### config.mk
export PLATFORM = sky130hd
export DESIGN_NAME = tdm_demux_rx
export DESIGN_NICKNAME = d
export VERILOG_FILES = /design/src/rtl/tdm_demux_rx.sv
export SDC_FILE = /design/constraint.sdc
export NUM_CORES = 1
export LEC_CHECK = 0
export CAP_MARGIN = 15
export CORE_MARGIN = 5
export CORE_UTILIZATION = 45
export DETAILED_ROUTE_END_ITERATION = 8
export GPL_TIMING_DRIVEN = 0
export PLACE_DENSITY_LB_ADDON = 0.2
export SYNTH_ARGS = -nofsm -noshare
export SYNTH_HDL_FRONTEND = slang
export SYNTH_SLANG_ARGS = --single-unit
### constraint.sdc
create_clock -name clk -period 3.7 [get_ports clk]
set_input_delay 0.555 -clock clk [delete_from_list [all_inputs] [get_ports clk]]
set_output_delay 0.555 -clock clk [all_outputs]
set_load 0.01 [all_outputs]
### src/rtl/tdm_demux_rx.sv
// TDM link receiver: deserialises CH channels of W bits (LSB first)
// followed by an even-parity bit, and presents good frames in parallel.
//
// Ports:
//   clk, rst     rising-edge clock, async active-high reset
//   bit_en       qualifies sdata/sync sampling
//   sdata        serial data / parity bit
//   sync         frame start, coincides with data bit 0
//   ch_data      last good frame, channel k at [k*W+W-1:k*W]
//   frame_valid  1-cycle pulse: ch_data loaded from a good frame
//   par_err      1-cycle pulse: frame dropped on parity mismatch
module tdm_demux_rx #(
  parameter int CH = 4,
  parameter int W  = 2
) (
  input  logic          clk,
  input  logic          rst,
  input  logic          bit_en,
  input  logic          sdata,
  input  logic          sync,
  output logic [CH*W-1:0] ch_data,
  output logic          frame_valid,
  output logic          par_err
);

  localparam int N  = CH * W;
  localparam int CW = (N > 1) ? $clog2(N) : 1;
  localparam logic [CW-1:0] LAST = CW'(N - 1);

  typedef enum logic [1:0] {
    IDLE,
    DATA,
    PARITY
  } state_t;

  state_t         state;
  logic [CW-1:0]  cnt;
  logic [N-1:0]   sr;
  logic           acc;

  always_ff @(posedge clk or posedge rst) begin
    if (rst) begin
      state       <= IDLE;
      cnt         <= '0;
      sr          <= '0;
      acc         <= 1'b0;
      ch_data     <= '0;
      frame_valid <= 1'b0;
      par_err     <= 1'b0;
    end else begin
      frame_valid <= 1'b0;
      par_err     <= 1'b0;
      if (bit_en) begin
        if (sync) begin
          // Start (or restart) a frame from any state; a frame
          // cut short here produces no result pulse.
          sr[0] <= sdata;
          acc   <= sdata;
          cnt   <= CW'(1);
          state <= (N == 1) ? PARITY : DATA;
        end else begin
          unique case (state)
            IDLE: begin
            end
            DATA: begin
              sr[cnt] <= sdata;
              acc     <= acc ^ sdata;
              cnt     <= cnt + 1'b1;
              if (cnt == LAST)
                state <= PARITY;
            end
            PARITY: begin
              if (acc ^ sdata) begin
                par_err <= 1'b1;
              end else begin
                ch_data     <= sr;
                frame_valid <= 1'b1;
              end
              cnt   <= '0;
              state <= IDLE;
            end
            default: state <= IDLE;
          endcase
        end
      end
    end
  end

endmodule

==> impl_metrics.env <==
export IMPL_status="complete, no violations"
export IMPL_worstPathMaxFanout=9
export IMPL_wirelength_um=2210
export IMPL_worstPathArrival_ns=2.17
export IMPL_clkLatencyLatePin_ns=0.33
export IMPL_wl_met3_um=130
export IMPL_wl_met2_um=1040
export IMPL_initial_core_util_pct=46.3
export IMPL_drv_slew=0
export IMPL_synth_ff_latch_count=24
export IMPL_synthArstFlopShare_pct=100
export IMPL_drt_first_iter_violations=28
export IMPL_grt_pass1_wl_um=3870
export IMPL_place_area_um2=1310
export IMPL_p_per_area_nw_per_um2=521
export IMPL_fmax_mhz=517
export IMPL_post_cts_resized=0
export IMPL_multi_input_area_um2=485
export IMPL_synthCells=92
export IMPL_seq_area_um2=601
export IMPL_syn_num_nets=99
export IMPL_worst_pin_slew_ns=0.893
export IMPL_cts_setup_buffers=0
export IMPL_die_h_um=60.2
export IMPL_pin_count=15
export IMPL_clockBufferDepth=2
export IMPL_yosysUniqueCellTypes=33
export IMPL_wire_per_inst_um=15.8
export IMPL_seq_area_frac_synth_pct=52.9
export IMPL_htree_num_levels=1
export IMPL_cts_tree="built"
export IMPL_coreArea_um2=2450
export IMPL_vias_per_cell=5.70
export IMPL_postRouteAntennaNets=0
export IMPL_antenna_found_initial=0
export IMPL_grt_pass1_vias=848
export IMPL_fin_tns_setup_ns=0
export IMPL_synthesis_area_um2=1140
export IMPL_die_x_um=60.2
export IMPL_place_hpwl_um=1530
export IMPL_dr_pass1_iters=4
export IMPL_layout_cells_most_common_list="dfrtp_1 (24), mux2_2 (14), clkdlybuf4s50_1 (14)"
export IMPL_finalSetupViolations=0
export IMPL_irDropWorstVdd_mv=0.314
export IMPL_gp_congestion=0.775
export IMPL_stdcell_area_um2=1370
export IMPL_highest_layer="met4"
export IMPL_worst_setup_path_type="primary input to flop"
export IMPL_fin_util_pct=55.7
export IMPL_rsz0062_at_grt="no"
export IMPL_cts_buffers=3
export IMPL_hold_class="flop to flop"
export IMPL_period_share_pct=52.3
export IMPL_power_leakage_nw=0.626
export IMPL_layout_commonest_cell="dfrtp_1"
export IMPL_cp_start_kind="primary input"
export IMPL_grt_usage_pct=14.4
export IMPL_clockRootBuffer="clkbuf_4"
export IMPL_synth_edf_count=0
export IMPL_fin_nets=118
export IMPL_dieArea_um2=3630
export IMPL_placed_cells=136
export IMPL_globalRouteOverflowTotal=0
export IMPL_drt_met1_wl_um=981
export IMPL_finalHoldViolations=0
export IMPL_yosys_warnings=0
export IMPL_drcViolationCount=0
export IMPL_maxSlewHeadroom_pct=40.4
export IMPL_ys_flop_type="dfrtp_1"
export IMPL_maxCapViolations=0
export IMPL_fin_cells=140
export IMPL_ctsHoldBuffers=0
export IMPL_n_antenna_cell=0
export IMPL_grt_max_degree=25
export IMPL_cts_sinks=24
export IMPL_fin_crit_ns=1.93
export IMPL_fillers=206
export IMPL_drive_above_1_share_pct=24.5
export IMPL_endpoint_kind="flop"
export IMPL_required_ns=3.93
export IMPL_vias=798
export IMPL_clk_pin_slew_ns=0.13
export IMPL_portBuffers=14
export IMPL_clock_skew_ns=0.00462
export IMPL_rows=18
export IMPL_synthToLayoutAreaGrowth_pct=20.3
export IMPL_avgSynthCellArea_um2=12.3
[cells by family (layout without fill, tap and decap cells)]
group	count (synthesis)	count (layout)	synth area share, %
xor gates and xnor gates	2	2	1.54
DFF	24	24	52.9
and+or+nand+nor	22	22	14.1
buffers and inverters	11	29	4.41
adders and majority gates	2	2	2.20
AOI/OAI and AO/OA	16	16	9.69
muxes	15	15	15.2
[registers in the layout, summed over array words and instances, names as in the netlist]
signal	flops
frame_valid	1
state	2
acc	1
cnt	3
par_err	1
ch_data	8
sr	8
[report_power, final]
group / switching, mW / internal [mW]
Sequential: 0.0491 / 0.314
Clock: 0.0830 / 0.110
Combinational: 0.0732 / 0.0834
[per-layer routing]
metal,global-route usage (%),vias to the layer above
met5,0,-
met3,3.24,9
met1,18.2,394
met4,7.59,0
li1,-,368
met2,22.8,27
[worst max-delay path, stage by stage]
cell and delay (ns):
clkdlybuf4s50_1 0.55, and4bb_2 0.38, buf_6 0.13, nor4b_4 0.19, mux2_2 0.35
[cell type report]
cell class	instances	share of cell area, %
inverters	7	1.92
well taps	30	2.75
plain buffers	4	1.74
clock inverters	1	2.20
multi-input cells	57	35.5
repair buffers	14	10.3
flip-flops and latches	24	44.0
clock buffers	3	1.65
[synthesized netlist by cell type, types with 2 or more instances]
cell	count	share of area [%]
dfrtp_1	24	53
mux2_2	14	14
inv_1	7	2.3
nand4_1	5	2.8
o21ai_0	5	2.2
nand2_1	4	1.3
a21oi_1	2	0.88
and4bb_2	2	2.2
clkbuf_1	2	0.66
ha_1	2	2.2
nand3_1	2	0.88
xnor2_1	2	1.5
[path summary, 6_finish.rpt]
check                                 from          to  slack (ns)  cells past startpoint
worst max-delay path                  sync       sr[2]        1.77                      5
worst min-delay path            ch_data[4]  ch_data[4]        0.52                      1
worst max register to register    state[1]       sr[2]        2.12                      4
worst min register to register  ch_data[4]  ch_data[4]        0.52                      1
max in group asynchronous              rst      cnt[0]        2.45                      2
min in group asynchronous              rst  ch_data[3]        0.70                      2
[stage by stage]
| step | hold slack [ns] | total power [mW] | setup WS [ns] |
|---|---|---|---|
| 2_1_floorplan | 0.472 | 0.481 | 2.11 |
| 3_3_place_gp | 0.484 | 0.515 | 1.47 |
| 3_5_place_dp | 0.491 | 0.524 | 1.44 |
| 4_1_cts | 0.519 | 0.717 | 1.79 |
| 5_1_grt | 0.533 | 0.757 | 1.74 |
| 6_report | 0.519 | 0.712 | 1.77 |
No activity file was read; power rests on OpenSTA's default activity.
